===== src/rtl/pc_seq_ctrl.sv =====
// pc_seq_ctrl: program-counter sequencer for the pipelined core.
// Owns PC, EPC and the EXL flag, arbitrates soft reset, exceptions, eret,
// jr, j, taken branches and sequential fetch, and drives flush/fetch-enable.
// Optional feature macro: PC_SEQ_PERF_EN adds saturating redirect and stall
// counters; without it o_redirect_cnt and o_stall_cnt are tied to zero.
module pc_seq_ctrl #(
    parameter logic [31:0] RESET_PC      = 32'h0000_0000,
    parameter logic [31:0] EXC_VECTOR    = 32'h0000_000C,
    parameter int unsigned EXC_DRAIN_CYC = 2
) (
    input  logic        i_clk,
    input  logic        i_rst_n,
    input  logic        i_stall,
    input  logic        i_s_rst,
    input  logic        i_beq,
    input  logic        i_bne,
    input  logic        i_zero,
    input  logic        i_j,
    input  logic        i_jr,
    input  logic [25:0] i_imm26,
    input  logic [31:0] i_rs,
    input  logic [31:0] i_pc_4_dec,
    input  logic        i_exc_req,
    input  logic [31:0] i_exc_pc,
    input  logic        i_eret,
    output logic [31:0] o_pc,
    output logic [31:0] o_pc_4,
    output logic        o_fetch_en,
    output logic        o_flush_if,
    output logic        o_flush_id,
    output logic        o_flush_ex,
    output logic [31:0] o_epc,
    output logic        o_exl,
    output logic        o_exc_drop,
    output logic [1:0]  o_state,
    output logic [15:0] o_redirect_cnt,
    output logic [15:0] o_stall_cnt
);

    typedef enum logic [1:0] {
        BOOT      = 2'd0,
        RUN       = 2'd1,
        EXC_DRAIN = 2'd2,
        SRST      = 2'd3
    } state_t;

    localparam logic [3:0] DRAIN_LOAD = 4'(EXC_DRAIN_CYC);

    state_t      state;
    state_t      state_next;
    logic [31:0] pc;
    logic [31:0] pc_next;
    logic [31:0] epc;
    logic [31:0] epc_next;
    logic        exl;
    logic        exl_next;
    logic [3:0]  drain;
    logic [3:0]  drain_next;

    logic        taken;
    logic        jr_bad;
    logic        exc_hit;
    logic [31:0] br_target;
    logic [31:0] j_target;

    // A misaligned jr only counts as a fault when the jr is really executing
    // (not held by a stall); an older execute-stage fault shares the same path.
    assign taken     = (i_beq & i_zero) | (i_bne & ~i_zero);
    assign jr_bad    = i_jr & ~i_stall & (i_rs[1:0] != 2'b00);
    assign exc_hit   = i_exc_req | jr_bad;
    assign br_target = i_pc_4_dec + {{14{i_imm26[15]}}, i_imm26[15:0], 2'b00};
    assign j_target  = {i_pc_4_dec[31:28], i_imm26, 2'b00};

    // Next-state, next-PC and squash decision for the current cycle.
    always_comb begin
        state_next = state;
        pc_next    = pc;
        epc_next   = epc;
        exl_next   = exl;
        drain_next = drain;
        o_flush_if = 1'b0;
        o_flush_id = 1'b0;
        o_flush_ex = 1'b0;
        o_exc_drop = 1'b0;
        case (state)
            BOOT: begin
                state_next = RUN;
            end
            RUN: begin
                if (i_s_rst) begin
                    state_next = SRST;
                    o_flush_if = 1'b1;
                    o_flush_id = 1'b1;
                    o_flush_ex = 1'b1;
                end else if (exc_hit && !exl) begin
                    pc_next    = EXC_VECTOR;
                    epc_next   = i_exc_req ? i_exc_pc : (i_pc_4_dec - 32'd4);
                    exl_next   = 1'b1;
                    drain_next = DRAIN_LOAD;
                    state_next = EXC_DRAIN;
                    o_flush_if = 1'b1;
                    o_flush_id = 1'b1;
                    o_flush_ex = 1'b1;
                end else begin
                    o_exc_drop = exc_hit;
                    if (i_eret && exl) begin
                        pc_next    = epc;
                        exl_next   = 1'b0;
                        o_flush_if = 1'b1;
                    end else if (i_stall) begin
                        pc_next = pc;
                    end else if (i_jr && !jr_bad) begin
                        pc_next    = i_rs;
                        o_flush_if = 1'b1;
                    end else if (i_j) begin
                        pc_next    = j_target;
                        o_flush_if = 1'b1;
                    end else if (taken) begin
                        pc_next    = br_target;
                        o_flush_if = 1'b1;
                    end else begin
                        pc_next = pc + 32'd4;
                    end
                end
            end
            EXC_DRAIN: begin
                o_exc_drop = i_exc_req;
                if (drain <= 4'd1) begin
                    drain_next = 4'd0;
                    state_next = RUN;
                end else begin
                    drain_next = drain - 4'd1;
                end
            end
            SRST: begin
                if (i_s_rst) begin
                    o_flush_if = 1'b1;
                    o_flush_id = 1'b1;
                    o_flush_ex = 1'b1;
                end else begin
                    pc_next    = RESET_PC;
                    exl_next   = 1'b0;
                    state_next = BOOT;
                end
            end
            default: begin
                state_next = BOOT;
            end
        endcase
    end

    // Architectural state registers with asynchronous active-low reset.
    always_ff @(posedge i_clk or negedge i_rst_n) begin
        if (!i_rst_n) begin
            state <= BOOT;
            pc    <= RESET_PC;
            epc   <= 32'd0;
            exl   <= 1'b0;
            drain <= 4'd0;
        end else begin
            state <= state_next;
            pc    <= pc_next;
            epc   <= epc_next;
            exl   <= exl_next;
            drain <= drain_next;
        end
    end

    assign o_pc       = pc;
    assign o_pc_4     = pc + 32'd4;
    assign o_epc      = epc;
    assign o_exl      = exl;
    assign o_state    = state;
    assign o_fetch_en = (state == RUN);

`ifdef PC_SEQ_PERF_EN
    logic [15:0] redirect_cnt;
    logic [15:0] stall_cnt;
    logic        redirect;
    logic        stall_cycle;
    logic        srst_release;

    assign redirect     = (state == RUN) & ~i_s_rst & o_flush_if;
    assign stall_cycle  = (state == RUN) & i_stall;
    assign srst_release = (state == SRST) & ~i_s_rst;

    // Saturating performance counters, cleared on reset and soft-reset release.
    always_ff @(posedge i_clk or negedge i_rst_n) begin
        if (!i_rst_n) begin
            redirect_cnt <= 16'd0;
            stall_cnt    <= 16'd0;
        end else if (srst_release) begin
            redirect_cnt <= 16'd0;
            stall_cnt    <= 16'd0;
        end else begin
            if (redirect && (redirect_cnt != 16'hFFFF)) begin
                redirect_cnt <= redirect_cnt + 16'd1;
            end
            if (stall_cycle && (stall_cnt != 16'hFFFF)) begin
                stall_cnt <= stall_cnt + 16'd1;
            end
        end
    end

    assign o_redirect_cnt = redirect_cnt;
    assign o_stall_cnt    = stall_cnt;
`else
    assign o_redirect_cnt = 16'd0;
    assign o_stall_cnt    = 16'd0;
`endif

endmodule


===== config.mk =====
export PLATFORM = sky130hd
export DESIGN_NAME = pc_seq_ctrl
export DESIGN_NICKNAME = d
export VERILOG_FILES = /design/src/rtl/pc_seq_ctrl.sv
export SDC_FILE = /design/constraint.sdc
export NUM_CORES = 1
export LEC_CHECK = 0
export ABC_CLOCK_PERIOD_IN_PS = 4900
export BUFFER_PORTS_ARGS = -buffer_cell sky130_fd_sc_hd__buf_2
export CAP_MARGIN = 20
export CORE_UTILIZATION = 35
export CTS_CLUSTER_DIAMETER = 150
export DETAILED_ROUTE_END_ITERATION = 8
export SETUP_SLACK_MARGIN = 0.15
export SYNTH_ARGS = -nofsm -noshare
export SYNTH_HDL_FRONTEND = slang
export SYNTH_SLANG_ARGS = --single-unit

===== constraint.sdc =====
create_clock -name i_clk -period 4.9 [get_ports i_clk]
set_input_delay 0.98 -clock i_clk [delete_from_list [all_inputs] [get_ports i_clk]]
set_output_delay 0.98 -clock i_clk [all_outputs]
set_load 0.02 [all_outputs]

Word level (Yosys, flattened, before mapping)
Cells that the tools add are included.
{ "classes": {"add_sub_neg": 4, "n_lt_le_gt_ge": 1, "eq_ne": 10, "mux": 39, "bitwise": 9, "n_reduce_logical": 14} }
{ "op_table": {"columns": ["op", "n"], "rows": [
  ["$mux W32", 9],
  ["$pmux W32 S2", 1],
  ["$add A32 B3 Y32 const B", 1],
  ["$add A32 B32 Y32", 1],
  ["$sub A32 B3 Y32 const B", 1],
  ["$mux W1", 16],
  ["$mux W4", 3],
  ["$reduce_and A3 Y1", 3],
  ["$mux W2", 4],
  ["$pmux W1 S2", 4],
  ["$pmux W2 S4", 1],
  ["$pmux W4 S2", 1],
  ["$reduce_and A4 Y1", 2],
  ["$ne A2 B2 Y1 const B", 3],
  ["$reduce_bool A2 Y1", 3],
  ["$and A1 B1 Y1", 4],
  ["$eq A2 B2 Y1 const B", 2],
  ["$le A4 B1 Y1 const B", 1],
  ["$ne A4 B2 Y1 const B", 1],
  ["$sub A4 B1 Y4 const B", 1],
  ["$logic_and A1 B1 Y1", 3],
  ["$ne A3 B1 Y1 const B", 1],
  ["$ne A3 B2 Y1 const B", 1],
  ["$not A1 Y1", 3],
  ["other kinds (5)", 7]
]} }
{ "word_totals": {"reg_bits": 71, "inputBits": 133, "out_inout_bits": 136, "wordCells": 82} }

Depth between registers and ports, before layout
Gate-level depths: netlist of run 1.
{ "logic_depth": {"word_depth": 11, "depth_mapped": 11} }

Worst setup path after synthesis of run 1
Ideal clock, no wire load.
{ "synth_path": {"path_type": "input-to-reg", "start": "input port i_pc_4_dec[2]", "end": "register epc[30], in the netlist o_epc[30]", "setup_time_ns": 0.127, "arrival_ns": 3.441, "t_required_ns": 4.773, "slack_ns": 1.332, "path_stages": 11, "cell_sequence": "inv_1 > ha_1 > or4b_1 > or4_4 > or4_4 > buf_6 > or3_1 > xor2_1 > nor2_2 > a21oi_1 > o21ai_2"} }
{ "synth_via": {"elab_chain_len": 2} }
{ "synth_rtl": {"columns": ["item", "line", "rtl"], "rows": [
  ["from (decl)", "22", "input logic [31:0] i_pc_4_dec,"],
  ["$sub A32 B3 Y32", "97", "epc_next = i_exc_req ? i_exc_pc : (i_pc_4_dec - 32'd4);"],
  ["$mux W32", "97", null],
  ["to (signal assigned)", "163", "epc <= epc_next;"],
  ["to (decl)", "53", "logic [31:0] epc;"]
]} }
No other way between the ends.
A chain may end at the register's enable or synchronous reset.

Final worst setup path of run 1
{ "layout_path": {"start": "register pc[11], in the netlist o_pc[11]", "end": "output port o_pc_4[28]"} }
{ "layout_via": {"elab_chain_len": 1} }
{ "layout_rtl": {"columns": ["item", "line", "rtl"], "rows": [
  ["from (decl)", "51", "logic [31:0] pc;"],
  ["from (signal assigned)", "162", "pc <= pc_next;"],
  ["$add A32 B3 Y32", "170", "assign o_pc_4 = pc + 32'd4;"],
  ["to (decl)", "27", "output logic [31:0] o_pc_4,"]
]} }
No other way between the ends.

==> results of run 1 <==
[state kept, by name, summed over array words and instances, names as in the netlist]
signal	flops
o_exl	1
o_state	2
o_pc	32
drain	4
o_epc	32
[stage by stage]
stage / worst slack [ps] / cell area (µm²) / std cells / hold WS (ps) / util (%)
6_report: 1063 / 8864 / 1464 / 506.1 / 43.66
2_1_floorplan: 1332 / 7370 / 1007 / 508.5 / -
4_1_cts: 1125 / 8864 / 1464 / 508.5 / 43.66
3_5_place_dp: 923.1 / 8589 / 1448 / 493.8 / 42.31
5_1_grt: 930.2 / 8864 / 1464 / 534.8 / 43.66
3_3_place_gp: 988.8 / 8589 / 1448 / 484.3 / 42.31
[synth_stat cells (4+ instances only)]
| cell | instances | share of area [%] |
|---|---|---|
| and4_1 | 5 | 0.60 |
| nand2_1 | 122 | 6.3 |
| nand3_1 | 35 | 2.4 |
| buf_4 | 35 | 3.6 |
| o2111ai_1 | 7 | 0.85 |
| a22oi_1 | 6 | 0.62 |
| o21ai_0 | 86 | 5.9 |
| o211ai_1 | 23 | 2.4 |
| or3_1 | 15 | 1.3 |
| nor3_1 | 24 | 1.7 |
| o21ai_1 | 4 | 0.28 |
| buf_1 | 5 | 0.26 |
| dfrtp_1 | 71 | 24 |
| a211oi_1 | 16 | 1.7 |
| nand3b_1 | 4 | 0.41 |
| a21o_1 | 17 | 1.8 |
| and3_1 | 13 | 1.1 |
| o21a_1 | 8 | 0.83 |
| inv_1 | 27 | 1.4 |
| nand2b_1 | 4 | 0.34 |
| nor4_1 | 9 | 0.78 |
| a222oi_1 | 10 | 1.4 |
| xnor2_1 | 35 | 4.2 |
| nor2_1 | 92 | 4.8 |
| a31oi_1 | 6 | 0.52 |
| o221ai_1 | 4 | 0.48 |
| xor2_1 | 33 | 4.0 |
| a21oi_1 | 87 | 6.0 |
| o31ai_1 | 10 | 1.0 |
| nand4_1 | 9 | 0.78 |
| ha_1 | 36 | 6.2 |
| clkbuf_1 | 42 | 2.2 |
| mux2i_1 | 14 | 1.9 |
[area by class of cell]
cell class,count,area (µm²)
fillers,2184,11440
flip-flops and latches,71,1777
clock inverters,6,45.04
well taps,270,337.8
multi-input cells,824,5040
inverters,27,101.3
repair buffers,256,1334
clock buffers,10,229.0
[power groups by stage]
stage	Sequential [mW]	Clock, mW	Combinational [mW]
6_report	1.19	0.650	2.28
5_1_grt	1.22	0.684	2.47
3_5_place_dp	1.19	0	2.27
3_3_place_gp	1.19	0	2.26
2_1_floorplan	1.39	0	1.19
4_1_cts	1.18	0.664	2.28
[logic make-up (layout without fill, tap and decap cells)]
kind of cell,after synthesis,in the layout,share of synthesized area (%)
flip-flops,71,71,24.50
multiplexers,17,17,2.398
AND/OR/NAND/NOR,351,351,22.55
XOR/XNOR,68,68,8.211
adder cells (fa/ha/maj),37,37,6.486
other,1,32,0.05170
buffers and inverters,112,299,7.832
AO/OA/AOI/OAI,319,319,27.98
[worst max-delay path by stage]
stage / end / slack, ps / cells past startpoint
after global placement: o_pc[18] / 990 / 11
after detailed placement: o_pc[18] / 920 / 11
final: o_pc_4[28] / 1060 / 7
after CTS: o_pc_4[28] / 1120 / 9
after global routing: o_pc_4[28] / 930 / 9
after floorplan: o_epc[30] / 1330 / 11
[routing by layer]
layer / vias up / GRT usage (%)
met2: 444 / 45.26
met3: 53 / 5.141
li1: 3937 / -
met4: 0 / 8.947
met1: 3913 / 39.14
met5: - / 0
[worst min-delay path, cell delays in order, from the launching register on]
cell	delay, ps
dfrtp_1	360
nand2_1	50
o21ai_0	60
==> summary.txt, run 1 <==
sequential share of power: 28.8%
Lkg Pwr: 4.245 nW
Worst Path Class, Setup: reg -> out
Clock Skew: 9.674 ps
deepest level of the CTS H-tree: 3
top_reg_cell synth: dfrtp_1
die area: 21300 µm²
max layer used: met4
Worst Path Arrival: 2860 ps
fmax: 0.2607 GHz
biggest cell delay along the critical path: 470 ps
Vias: 8347
Layout area overhead: 22.20%
clk root buf: clkbuf_16
met2 WL: 13.85 mm
Hold Crit Class: reg -> reg
status: finished, final reports clean
# diodes: 0
sw frac: 52.25%
YS warnings: 0
RR Startpoint: o_state[1]
hpwl dp: 23.25 mm
Gate Count Post-Synth: 976
share of post-route cells with drive strength above 1: 23.95%
GRT Util Overall: 28.53%
wire length per cell: 20.85 µm
CP required: 3920 ps
metal3 WL: 2.627 mm
WP buf/inv: 1
post-route clock period utilization: 78.30%
initial antenna violation count: 0
Rows: 52
Psw: 2.152 mW
post-cts resize count: 0
average cell area after synthesis: 7.432 µm²
Initial Util: 35.73%
Hold Crit Depth: 2
most common cell after layout, fill and taps aside: buf_2
crit-path leading delay family: simple AND/OR/NAND/NOR gates
clock group share of total power: 15.8%
Worst Setup Start Kind: flop
final wirelength: 30.53 mm
RSZ-0062 raised after global routing: false
Worst Setup End Kind: primary output
# port buffers: 236
Skew-Pair Late Insertion Delay: 360 ps
Final Hold Fails: 0
CP max FO: 7
setup tns final: 0 ps
clock sinks: 71
Worst Hold Path EP: o_epc[0]
Post-synth EDFFs: 0
Final nets: 1359
CTS Buf Count: 9
post-CTS setup buffers: 0
Internal: 1.966 mW
most frequent cells in the layout: buf_2, nand2_1, nor2_1, a21oi_1, o21ai_0
Pwr Total: 4.118 mW
global-route wire length before repair: 46.32 mm
synthesized cell area: 7253 µm²
RR Endpoint: o_pc[14]
max cap viols: 0
Worst-Margin Slew: 1013 ps
CP max stage cell: dfrtp_1
Initial DRT Pass Iterations: 6
die span in x: 146.0 µm
CTS tree: done
sequential fraction of the synthesis area: 24.50%
register clock-pin slew on the reported worst setup and hold paths: 70 ps
Clock Path Buffers: 2
register bit total from synthesis: 71
CP Cell Sequence: and4_1 > and2_0 > nand4_1 > nor2_1 > nand3_1 > xnor2_1 > buf_2
PD cells: 464.6 nW/µm²
vias in the first global route: 7808
RePlAce Congestion: 0.9356
WL met1: 13.31 mm
Core Region: 20300 µm²
Worst R2R Setup Slack: 1910 ps
final critical-path required period: 3837 ps
post-route ant nets: 0
Initial DRC Count: 745
Worst R2R Path Depth: 12
die height: 146.0 µm
Async SR Flop Fraction: 100.0%
final setup violation count: 0
hold wc startpoint: o_epc[0]
DRC Markers: 0
number of vias per cell: 5.702
largest net degree at the start of global routing: 72
grt total ovfl: 0
start point of the critical path: o_pc[11]
max-slew violations: 0
Netlist cell types: 71
VDD IR max: 321.5 µV
Rel. slew slack: 32.46%
cts-stage hold buffer count: 0
Comb power frac: 55.4%
io pins: 269
No activity file was read; power rests on OpenSTA's default activity.
==> run 2: changes to the inputs <==
--- a/config.mk
+++ b/config.mk
@@ -5,7 +5,7 @@
 export SDC_FILE = /design/constraint.sdc
 export NUM_CORES = 1
 export LEC_CHECK = 0
-export ABC_CLOCK_PERIOD_IN_PS = 4900
+export ABC_CLOCK_PERIOD_IN_PS = 3800
 export BUFFER_PORTS_ARGS = -buffer_cell sky130_fd_sc_hd__buf_2
 export CAP_MARGIN = 20
 export CORE_UTILIZATION = 35
==> constraint.sdc (replaced) <==
create_clock -name i_clk -period 3.8 [get_ports i_clk]
set_input_delay 0.76 -clock i_clk [delete_from_list [all_inputs] [get_ports i_clk]]
set_output_delay 0.76 -clock i_clk [all_outputs]
set_load 0.02 [all_outputs]
==> run 2 against run 1 <==
Net effect: via count increased by 0.26%; total power increased by 31%; routed wire length increased by 2.0%; hold slack got worse by 140 ps; clock skew decreased by 0.54 ps; combinational power increased by 31%; count of clock-buffer cells in the layout increased by 1; global-route usage increased by 0.57 points; design area increased by 1.4%; flip-flop and latch count unchanged; worst setup slack got worse by 740 ps; critical path type unchanged; critical endpoint is now o_pc_4[31]; largest power group unchanged.
==> summary.txt, run 2 (synthesis gave the netlist of run 1 again) <==
setup tns final: 0 ps
CP max stage cell: dfrtp_1
CTS Buf Count: 9
Clock Path Buffers: 2
deepest level of the CTS H-tree: 3
VDD IR max: 313.7 µV
CP max FO: 5
Rel. slew slack: 35.53%
most common cell after layout, fill and taps aside: buf_2
clock group share of total power: 16.2%
final wirelength: 31.14 mm
cts-stage hold buffer count: 0
Fin Hold WS: 365.0 ps
Worst R2R Path Depth: 8
hpwl dp: 24.00 mm
Comb power frac: 55.4%
share of post-route cells with drive strength above 1: 24.71%
register clock-pin slew on the reported worst setup and hold paths: 60 ps
post-route ant nets: 0
die area: 21300 µm²
Levels on crit path: 6
CP required: 3040 ps
Final nets: 1372
DRC Markers: 0
Lkg Pwr: 4.310 nW
global-route wire length before repair: 47.03 mm
post-CTS setup buffers: 0
max-slew violations: 0
Core Region: 20300 µm²
max cap viols: 0
Worst Setup End Kind: primary output
Hold Crit Class: in -> async
Psw: 2.775 mW
die height: 146.0 µm
clock sinks: 71
post-cts resize count: 0
sequential share of power: 28.4%
crit-path leading delay family: simple AND/OR/NAND/NOR gates
GRT Util Overall: 29.10%
final critical-path required period: 3476 ps
Worst-Margin Slew: 963.5 ps
PD cells: 600.2 nW/µm²
io pins: 269
vias in the first global route: 7887
Internal: 2.619 mW
Final Hold Fails: 0
Post-Route Utilization: 44.27%
biggest cell delay along the critical path: 510 ps
fmax: 0.2877 GHz
Clock Skew: 9.138 ps
Initial Util: 35.73%
final setup violation count: 0
number of vias per cell: 5.666
Vias: 8369
Worst Path Class, Setup: reg -> out
RSZ-0062 raised after global routing: false
status: finished, final reports clean
most frequent cells in the layout: buf_2, nand2_1, nor2_1, a21oi_1, o21ai_0
initial antenna violation count: 1
Initial DRC Count: 668
Rows: 52
Worst Setup Start Kind: flop
clk root buf: clkbuf_16
grt total ovfl: 0
die span in x: 146.0 µm
# port buffers: 236
Layout area overhead: 23.91%
largest net degree at the start of global routing: 72
WP buf/inv: 1
post-route clock period utilization: 91.47%
sw frac: 51.45%
RePlAce Congestion: 0.9394
CTS tree: done
Worst Path Arrival: 2720 ps
CP Cell Sequence: nand4_1 > nor3_1 > nand4_1 > nor3_1 > xor2_1 > buf_2
wire length per cell: 21.08 µm
Initial DRT Pass Iterations: 6
Skew-Pair Late Insertion Delay: 360 ps
==> run 2: changes by cell type in the layout (fill, tap and decap cells not counted), sizes merged <==
cell and change:
clkbuf +1, inv -1, clkinv -3, clkinvlp +1, diode +1, bufinv +1, buf +13
==> run 2: worst paths after layout <==
| path | slack [ps] | endpoint | from |
|---|---|---|---|
| setup / recovery | 320 | o_pc_4[31] | o_pc[9] |
| setup reg to reg | 1080 | o_pc[31] | o_pc[9] |
| max in group asynchronous | 2820 | o_pc[1] | i_rst_n |
| min in group i_clk | 500 | o_epc[6] | o_epc[6] |
| hold / removal | 370 | o_epc[4] | i_rst_n |
| hold reg to reg | 500 | o_epc[6] | o_epc[6] |
==> run 2: area by class of cell <==
cell class / instances / area (µm²)
diodes: 1 / 2.502
clock buffers: 11 / 232.7
clock inverters: 4 / 47.55
fillers: 2172 / 11310
inverters: 27 / 101.3
multi-input cells: 824 / 5045
flip-flops and latches: 71 / 1777
well taps: 270 / 337.8
repair buffers: 269 / 1444
==> run 2: power by group through the flow <==
stage | registers, mW | clock network (mW) | logic, mW
after global placement | 1.53 | 0 | 2.95
after floorplan | 1.79 | 0 | 1.54
final | 1.53 | 0.871 | 2.99
after CTS | 1.52 | 0.892 | 2.98
after detailed placement | 1.53 | 0 | 2.97
after global routing | 1.58 | 0.919 | 3.24
==> run 2: worst reg2reg max path: stages (launching register included) <==
cell	delay, ps
dfrtp_1	510
nand4_1	190
nor3_1	430
nand4_1	340
nor3_1	390
xor2_1	280
o21ba_2	190
o2111ai_1	100
o21ai_0	190
==> run 2: routing by layer <==
metal  part of all wire [%]  GRT usage [%]
met5                      0              0
met2                     45          45.43
met1                     44          39.74
met4                    2.5          9.000
met3                    8.2          6.552
==> run 2: through the flow <==
stage,total power [mW],setup slack (ps),instances,cell area [µm²]
after global placement,4.476,177.1,1460,8680
after floorplan,3.328,452.1,1007,7370
after global routing,5.731,181.7,1476,8985
final,5.395,324.3,1477,8987
after detailed placement,4.501,138.5,1460,8680
after CTS,5.393,216.8,1475,8960
